==> src/rtl/tetris_score_keeper.sv <==
// Game-status stage: score, level, win/lose flags and gravity tick pacing.
// Optional combo bonus is enabled with `define SCORE_COMBO_EN.
module tetris_score_keeper #(
   parameter logic [6:0] WIN_SCORE = 7'd50,
   parameter logic [5:0] DROP_BASE = 6'd30,
   parameter logic [5:0] DROP_STEP = 6'd3,
   parameter logic [5:0] DROP_MIN  = 6'd3
) (
   input  logic       Clk,
   input  logic       Reset,
   input  logic       Restart,
   input  logic       Frame_Pulse,
   input  logic       Lock_Valid,
   input  logic [2:0] Lines_Cleared,
   input  logic       Spawn_Blocked,
   output logic [6:0] Score,
   output logic [3:0] Level,
   output logic       Win,
   output logic       Lose,
   output logic       Drop_Tick
);

   // state | meaning
   // PLAY  | game running: locks score, frames advance gravity
   // WIN   | score reached WIN_SCORE; events ignored until Restart
   // LOSE  | spawn collided with stack; events ignored until Restart
   typedef enum logic [1:0] {PLAY, WIN, LOSE} state_t;

   localparam logic WIN_EN = (WIN_SCORE <= 7'd99);

   state_t     state, state_nxt;
   logic       armed;
   logic [5:0] frame_cnt, cnt_nxt;
   logic [6:0] score_nxt, lock_score, level_q;
   logic [3:0] level_nxt, points;
   logic [7:0] sum;
   logic [9:0] step_prod, period_raw;
   logic [5:0] period;
   logic       tick_nxt, active, do_lock;

   // armed stays low through the first edge after Reset so those events are dropped
   assign active  = (state == PLAY) && armed && !Restart;
   assign do_lock = active && Lock_Valid;

   always_comb begin
      case (Lines_Cleared)
         3'd0:    points = 4'd0;
         3'd1:    points = 4'd1;
         3'd2:    points = 4'd3;
         3'd3:    points = 4'd5;
         default: points = 4'd8;
      endcase
   end

`ifdef SCORE_COMBO_EN
   logic [1:0] combo, combo_nxt, bonus;

   assign bonus = (Lines_Cleared != 3'd0) ? combo : 2'd0;
   assign sum   = {1'b0, Score} + {4'b0, points} + {6'b0, bonus};

   always_comb begin
      combo_nxt = combo;
      if (Restart && armed)
         combo_nxt = 2'd0;
      else if (do_lock) begin
         if (Lines_Cleared == 3'd0)
            combo_nxt = 2'd0;
         else if (combo != 2'd3)
            combo_nxt = combo + 2'd1;
      end
   end

   always_ff @(posedge Clk or posedge Reset) begin
      if (Reset)
         combo <= 2'd0;
      else
         combo <= combo_nxt;
   end
`else
   assign sum = {1'b0, Score} + {4'b0, points};
`endif

   assign lock_score = (sum > 8'd99) ? 7'd99 : sum[6:0];

   // period = max(BASE - level*STEP, MIN), computed wide so it cannot wrap
   assign step_prod  = {6'b0, Level} * {4'b0, DROP_STEP};
   assign period_raw = ({4'b0, DROP_BASE} > step_prod) ? ({4'b0, DROP_BASE} - step_prod) : 10'd0;
   assign period     = (period_raw < {4'b0, DROP_MIN}) ? DROP_MIN : period_raw[5:0];

   always_comb begin
      state_nxt = state;
      score_nxt = Score;
      cnt_nxt   = frame_cnt;
      tick_nxt  = 1'b0;
      if (Restart && armed) begin
         state_nxt = PLAY;
         score_nxt = 7'd0;
         cnt_nxt   = 6'd0;
      end else if (active) begin
         if (Lock_Valid)
            score_nxt = lock_score;
         if (WIN_EN && (score_nxt >= WIN_SCORE))
            state_nxt = WIN;
         else if (Spawn_Blocked)
            state_nxt = LOSE;
         if (Frame_Pulse) begin
            if (({1'b0, frame_cnt} + 7'd1) >= {1'b0, period}) begin
               cnt_nxt  = 6'd0;
               tick_nxt = 1'b1;
            end else begin
               cnt_nxt = frame_cnt + 6'd1;
            end
         end
      end
   end

   assign level_q   = score_nxt / 7'd10;
   assign level_nxt = (level_q > 7'd9) ? 4'd9 : level_q[3:0];

   always_ff @(posedge Clk or posedge Reset) begin
      if (Reset)
         state <= PLAY;
      else
         state <= state_nxt;
   end

   always_ff @(posedge Clk or posedge Reset) begin
      if (Reset) begin
         armed     <= 1'b0;
         Score     <= 7'd0;
         Level     <= 4'd0;
         Win       <= 1'b0;
         Lose      <= 1'b0;
         Drop_Tick <= 1'b0;
         frame_cnt <= 6'd0;
      end else begin
         armed     <= 1'b1;
         Score     <= score_nxt;
         Level     <= level_nxt;
         Win       <= (state_nxt == WIN);
         Lose      <= (state_nxt == LOSE);
         Drop_Tick <= tick_nxt;
         frame_cnt <= cnt_nxt;
      end
   end

endmodule

==> config.mk <==
export PLATFORM = sky130hd
export DESIGN_NAME = tetris_score_keeper
export DESIGN_NICKNAME = d
export VERILOG_FILES = /design/src/rtl/tetris_score_keeper.sv
export SDC_FILE = /design/constraint.sdc
export NUM_CORES = 1
export LEC_CHECK = 0
export BUFFER_PORTS_ARGS = -buffer_cell sky130_fd_sc_hd__buf_2
export CELL_PAD_IN_SITES_DETAIL_PLACEMENT = 0
export CELL_PAD_IN_SITES_GLOBAL_PLACEMENT = 2
export CORE_MARGIN = 2
export CORE_UTILIZATION = 38
export CTS_CLUSTER_DIAMETER = 30
export DETAILED_ROUTE_END_ITERATION = 7
export PLACE_DENSITY = 0.92
export SYNTH_ARGS = -nofsm -noshare
export SYNTH_HDL_FRONTEND = slang
export SYNTH_SLANG_ARGS = --single-unit
==> constraint.sdc <==
create_clock -name Clk -period 7.15 [get_ports Clk]
set_input_delay 0.715 -clock Clk [delete_from_list [all_inputs] [get_ports Clk]]
set_output_delay 0.715 -clock Clk [all_outputs]
set_load 0.03 [all_outputs]
==> impl_results.md, run 1 <==
- Root buffer cell: clkbuf_8
- Filler cell count: 536
- RR Startpoint: Level[1]
- Initial antenna violation count: 0
- Status: finished clean
- Top cell type's share of synthesized area: 29.6%
- Setup TNS Final: 0 ns
- Max Fclk: 0.250 GHz
- R2R depth: 19
- CTS tree: done
- EDFF count, synth: 0
- Worst setup SP type: register
- YS warnings: 0
- Switch share: 41.3%
- Mean Syn Cell Area: 8.58 µm²
- Crit Path Class: register to register
- Largest net degree at the start of global routing: 24
- WL per Instance: 12.3 µm
- Sequential power share: 37.4%
- Global-route usage over all layers: 15.0%
- Largest fanout on the critical path: 6
- Final net count: 280
- Crit share post-route: 56.0%
- Routed vias: 1,635
- Clock power frac: 17.2%
- GR Overflow Total: 0
- First-pass GRT wire length: 6.66 mm
- Most frequent cells in the layout: 28 x nand2_1, 23 x dfrtp_1, 22 x buf_2
- H-tree levels: 1
- Unrepaired setup endpoints after global routing: no
- Ports: 23
- CP endpoint kind: register
- Area contributors post-synth: dfrtp_1 30%, ha_1 12%, nand2_1 5.4%, nor2_1 4.0%, inv_1 3.5%
- Placed Instances: 316
- Internal: 0.000270 W
- Die area: 5710 µm²
- Vias in the first global route: 1,420
- Final min period: 4.00 ns
- Worst EP arrival: 4.18 ns
- Initial DRC Count: 49
- Detailed Route WL: 3.94 mm
- Share of cells above drive strength 1: 16.4%
- Die Ht: 75.6 µm
- Top cell type by total area after synthesis: dfrtp_1
- Clock Pin Slew Worst Setup and Hold Paths: 0.08 ns
- CORE AREA: 5010 µm²
- Final core occ: 43.4%
- Predominant post-synthesis flop cell: dfrtp_1
- R2R setup slack: 3.15 ns
- Resized cells post-CTS: 0
- Worst-case clock skew: 0.00186 ns
- ANT nets after route: 0
- Gate Count Post-Synth: 227
- Final Hold Fails: 0
- FP Rows: 26
- Post-synth ARST share: 100%
- Hold-fix buffers, CTS: 0
- Final Non-Filler Cells: 320
- CTS Buf Count: 3
- Antenna Cells: 0
- CTS Buffer Depth: 2
- Reg-to-reg critical path endpoint: frame_cnt[1]
- Yosys reg bits: 23
- Post-Syn Area: 1950 µm²
- Worst slew pin tran: 0.914 ns
- Layout area overhead: 11.8%
- Hold EP: Lose
- Initial core utilization: 38.9%
- Hold wc startpoint: state[0]
- Hold path cells: 1
- Max Slew Vio Count: 0
- Die W: 75.6 µm
- Worst path required time: 7.33 ns
- HPWL Detailed: 3.16 mm
- Pre-antenna DRT Iters: 4
- Hold slack: 0.515 ns
- Pwr dens: 211 nW/µm²
- Peak supply drop: 0.103 mV
- Setup Fix Bufs, Post-CTS: 0
- Sequential area share after synthesis: 29.6%
- Via/cell ratio: 5.11
- CTS sink count: 23
- Max-Cap Viols: 0
- Hold Crit Class: register to register
- Clock latency on the worst-skew pair: 0.26 ns
- Port Buffers: 22
- Max transition margin: 39.0%
- Post-synthesis cell type count: 55
- Final Wtd Congestion: 0.807
- Leakage power: 1.07 nW
- Commonest non-fill, non-tap cell in the layout: nand2_1
- Comb pwr share: 45.4%
- Final setup vio count: 0
- Psw: 0.000190 W
- DRC violations left: 0
worst max-delay path by stage:
stage	startpoint	slack, ns	endpoint	cells past startpoint
after CTS	Level[1]	3.09	frame_cnt[1]	19
after global placement	Level[0]	3.11	frame_cnt[2]	19
after global routing	Level[1]	2.61	frame_cnt[2]	19
after floorplan	Level[0]	3.46	frame_cnt[2]	19
final	Level[1]	3.15	frame_cnt[1]	19
after detailed placement	Level[0]	3.12	frame_cnt[1]	19
critical path: stages (launching register included):
cell and delay (ns):
dfrtp_1 0.47, ha_1 0.24, fa_1 0.40, xnor2_1 0.19, o211ai_1 0.12, nor2_1 0.05
a211oi_1 0.42, nand2_1 0.15, nand3_1 0.14, nand2_1 0.06, ha_1 0.26, nand2b_1 0.14
a21o_1 0.17, a21oi_1 0.14, nor2b_1 0.06, o21ai_0 0.14, nand2b_1 0.08, a21oi_1 0.25
nand4_1 0.23, o21ai_0 0.21
cells in the mapped netlist (3+ instances only):
library cell / number
xnor2_1: 7
a211oi_1: 3
and3_1: 6
nand2b_1: 4
nand3_1: 11
dfrtp_1: 23
a21oi_1: 13
nor4_1: 4
nand2_1: 28
inv_1: 18
ha_1: 18
o21ai_0: 12
xor2_1: 5
nor2_1: 21
per-stage QoR:
stage | area [µm²] | setup slack (ns) | power [W]
2_1_floorplan | 1950 | 3.46 | 0.000336
3_3_place_gp | 2130 | 3.11 | 0.000385
3_5_place_dp | 2130 | 3.12 | 0.000386
4_1_cts | 2180 | 3.09 | 0.000467
5_1_grt | 2180 | 2.61 | 0.000503
6_report | 2180 | 3.15 | 0.000459
power groups by stage:
stage	logic [W]	clock network (W)	registers, W
floorplan	0.000143	0	0.000193
global placement	0.000210	0	0.000176
detailed placement	0.000210	0	0.000175
CTS	0.000211	0.0000835	0.000172
global route	0.000238	0.0000887	0.000176
finish	0.000209	0.0000790	0.000172
kinds of logic after synthesis:
| logic type | share of synthesized area [%] |
|---|---|
| other | 0.193 |
| and+or+nand+nor | 22.2 |
| xor gates and xnor gates | 6.23 |
| AOI/OAI and AO/OA | 23.1 |
| adders and majority gates | 13.6 |
| DFF | 29.6 |
| muxes | 0.514 |
| buffers and inverters | 4.56 |
cell type report:
cell class / count / area [µm²] / area share (%)
clock buffer: 4 / 45.0 / 2.07
inverter: 19 / 71.3 / 3.28
multi-input combinational: 182 / 1290 / 59.1
sequential: 23 / 576 / 26.5
tap: 70 / 87.6 / 4.03
timing repair buffer: 22 / 110 / 5.06
per-layer routing:
layer / vias to the layer above / track usage [%] / part of all wire [%]
met3: 2 / 3.44 / 2.7
met5: - / 0 / 0
li1: 859 / - / -
met2: 19 / 23.7 / 46
met4: 0 / 1.75 / 0.25
met1: 755 / 21.8 / 51
flip-flops by register name, indices dropped and copies added (netlist names):
signal and count:
armed 1, Score 7, Level 4, state 2
Lose 1, Win 1, frame_cnt 6, Drop_Tick 1
(Power assumes the default switching activity.)
==> run 2, diff against run 1 <==
CORE_UTILIZATION = 35   (was 38)
PLACE_DENSITY = 0.86   (was 0.92)
clock period = 3.91 ns   (was 7.15 ns; I/O delays follow)
==> run 2 against run 1 <==
Effect of this change:
- highest routed layer unchanged
- utilization decreased by 1.8 points
- count of clock-buffer cells in the layout is 1 lower
- first-iteration DRC count up 14%
- critical path type unchanged
- sequential power rose by 78%
==> impl_results.md, run 2 (synthesis results as in run 1) <==
- Global-route usage over all layers: 14.8% (-0.26 points)
- Root buffer cell: clkbuf_8
- R2R depth: 20 (+1)
- Regs by FF count: Score x7, frame_cnt x6, Level x4
- Psw: 0.000351 W (+85%)
- Pwr dens: 381 nW/µm² (+80%)
- CP endpoint kind: register
- Final Power: 0.000862 W (+88%)
- Hold-fix buffers, CTS: 0 (unchanged)
- First-pass GRT wire length: 7.49 mm (+12%)
- DRC violations left: 0 (unchanged)
- Routed vias: 1,687 (+3.2%)
- CTS sink count: 23 (unchanged)
- Die Ht: 78.6 µm (+4.0%)
- Layout area overhead: 16.3%
- Ports: 23 (unchanged)
- Leakage power: 1.12 nW (+4.4%)
- Clock Pin Slew Worst Setup and Hold Paths: 0.08 ns (about the same)
- Final Hold Fails: 0 (unchanged)
- Clock power frac: 16.7% (-0.5 points)
- Clock latency on the worst-skew pair: 0.26 ns (about the same)
- H-tree levels: 1 (unchanged)
- Commonest non-fill, non-tap cell in the layout: nand2_1
- Critical Path Max Stage Delay: 0.44 ns (-0.03 ns)
- Placed inst area: 2160 µm² (+1.5%)
- Worst path required time: 4.10 ns (-3.23 ns)
- Initial DRC Count: 56 (+14%)
- Largest Register: Score
- Crit path launch: Level[1]
- Post-route cell area: 2260 µm² (+4.1%)
- FP Rows: 27 (+3.8%)
- Internal: 0.000511 W (+89%)
- Max-Cap Viols: 0 (unchanged)
- WL per Instance: 12.5 µm (+1.8%)
- HPWL Detailed: 3.27 mm (+3.7%)
- Initial core utilization: 35.8% (-3.1 points)
- Max Fclk: 0.279 GHz (+11%)
- Peak supply drop: 0.201 mV (+96%)
- Reg-to-reg critical path endpoint: frame_cnt[2]
- CTS tree: done
- Die area: 6170 µm² (+8.1%)
- Largest net degree at the start of global routing: 24 (unchanged)
- Max FFs per register: 7 (unchanged)
- R2R setup slack: 0.32 ns (-2.83 ns)
- Switch share: 40.8% (-0.52 points)
- Max transition margin: 39.9% (+0.92 points)
- Setup TNS Final: 0 ns (unchanged)
- Most frequent cells in the layout: 28 x nand2_1, 22 x buf_2, 21 x nor2_1
- Port Buffers: 22 (unchanged)
- Final net count: 289 (+3.2%)
- Share of cells above drive strength 1: 22.0% (+5.6 points)
- Initial antenna violation count: 0 (unchanged)
- Worst setup SP type: register
- Vias in the first global route: 1,610 (+13%)
- Worst slew pin tran: 0.901 ns (-0.0138 ns)
- Worst EP arrival: 3.78 ns (-0.40 ns)
- Largest fanout on the critical path: 5 (-1)
- Antenna Cells: 0 (unchanged)
- Status: finished clean
- RR Startpoint: Level[1]
- CP max stage cell: dfrtp_2
- CTS Buffer Depth: 2 (unchanged)
- Crit share post-route: 91.8% (+36 points)
- ANT nets after route: 0 (unchanged)
- Final min period: 3.59 ns (-0.412 ns)
- Crit Path Class: register to register
- GR Overflow Total: 0 (unchanged)
- Die W: 78.6 µm (+4.0%)
- Via/cell ratio: 5.10 (-0.25%)
- CTS Buf Count: 3 (unchanged)
- Final Wtd Congestion: 0.784 (-2.9%)
- CORE AREA: 5440 µm² (+8.6%)
- Detailed Route WL: 4.15 mm (+5.2%)
- Worst-case clock skew: 0.00118 ns (-0.000678 ns)
- Sequential power share: 35.6% (-1.8 points)
- Hold Crit Class: primary input to asynchronous set/reset pin
- Comb pwr share: 47.7% (+2.3 points)
- CP Cell Sequence: ha_1 > fa_2 > xnor2_2 > o211ai_1 > nor2_1 > a211oi_1 > buf_4 > nand2_1 > nand3_1 > nand2_1 > ha_1 > nand2b_1 > a21o_1 > a21oi_1 > nor2b_1 > o21ai_1 > nand2b_1 > a21oi_2 > nand4_1 > o21ai_1
- Max Slew Vio Count: 0 (unchanged)
- Pre-antenna DRT Iters: 4 (unchanged)
- Final setup vio count: 0 (unchanged)
- Hold slack: 0.315 ns (-0.200 ns)
## run 2: per-stage QoR
stage,setup WS [ns],util [%],instances
after global routing,-0.0585,41.6,331
after floorplan,0.221,-,228
after CTS,0.128,40.6,326
after global placement,0.247,39.8,322
after detailed placement,0.138,39.8,322
final,0.320,41.6,331
## run 2: critical path, delay by kind of cell (launching register included)
| family | cells | cell delay (ns) |
|---|---|---|
| buf+inv | 1 | 0.18 |
| flops | 1 | 0.44 |
| compound gates | 7 | 1.07 |
| xor+xnor | 1 | 0.18 |
| simple gates | 8 | 0.80 |
| fa+ha+maj | 3 | 0.86 |
## run 2: what timing repair did
item                                    4_1_cts  5_1_grt
hold endpoints to repair                      0        0
setup buffers                                 0        5
resized for setup                             0       13
endpoints found under the setup margin        0        6
## run 2: per-layer routing
| metal | wire length (µm) | GRT usage (%) |
|---|---|---|
| met1 | 2070 | 20.7 |
| met2 | 1940 | 24.5 |
| met3 | 127 | 2.53 |
| met4 | 16 | 1.58 |
| met5 | 0 | 0 |
## run 2: final cells by class
cell class | instances | area, µm²
flip-flops and latches | 23 | 579
multi-input cells | 182 | 1300
inverters | 19 | 71.3
fillers | 563 | 3170
well taps | 72 | 90.1
repair buffers | 31 | 178
clock buffers | 3 | 41.3
clock inverters | 1 | 5.00
## run 2: how the worst max path moves through the flow
stage / to / slack, ns
2_1_floorplan: frame_cnt[2] / 0.22
3_3_place_gp: frame_cnt[5] / 0.25
3_5_place_dp: frame_cnt[2] / 0.14
5_1_grt: frame_cnt[2] / -0.06
6_report: frame_cnt[2] / 0.32
4_1_cts: frame_cnt[2] / 0.13
## run 2: power groups by stage
stage | Combinational, W | Sequential (W) | Clock (W)
2_1_floorplan | 0.000262 | 0.000353 | 0
3_3_place_gp | 0.000388 | 0.000317 | 0
3_5_place_dp | 0.000388 | 0.000318 | 0
4_1_cts | 0.000389 | 0.000313 | 0.000152
5_1_grt | 0.000475 | 0.000313 | 0.000164
6_report | 0.000411 | 0.000307 | 0.000144
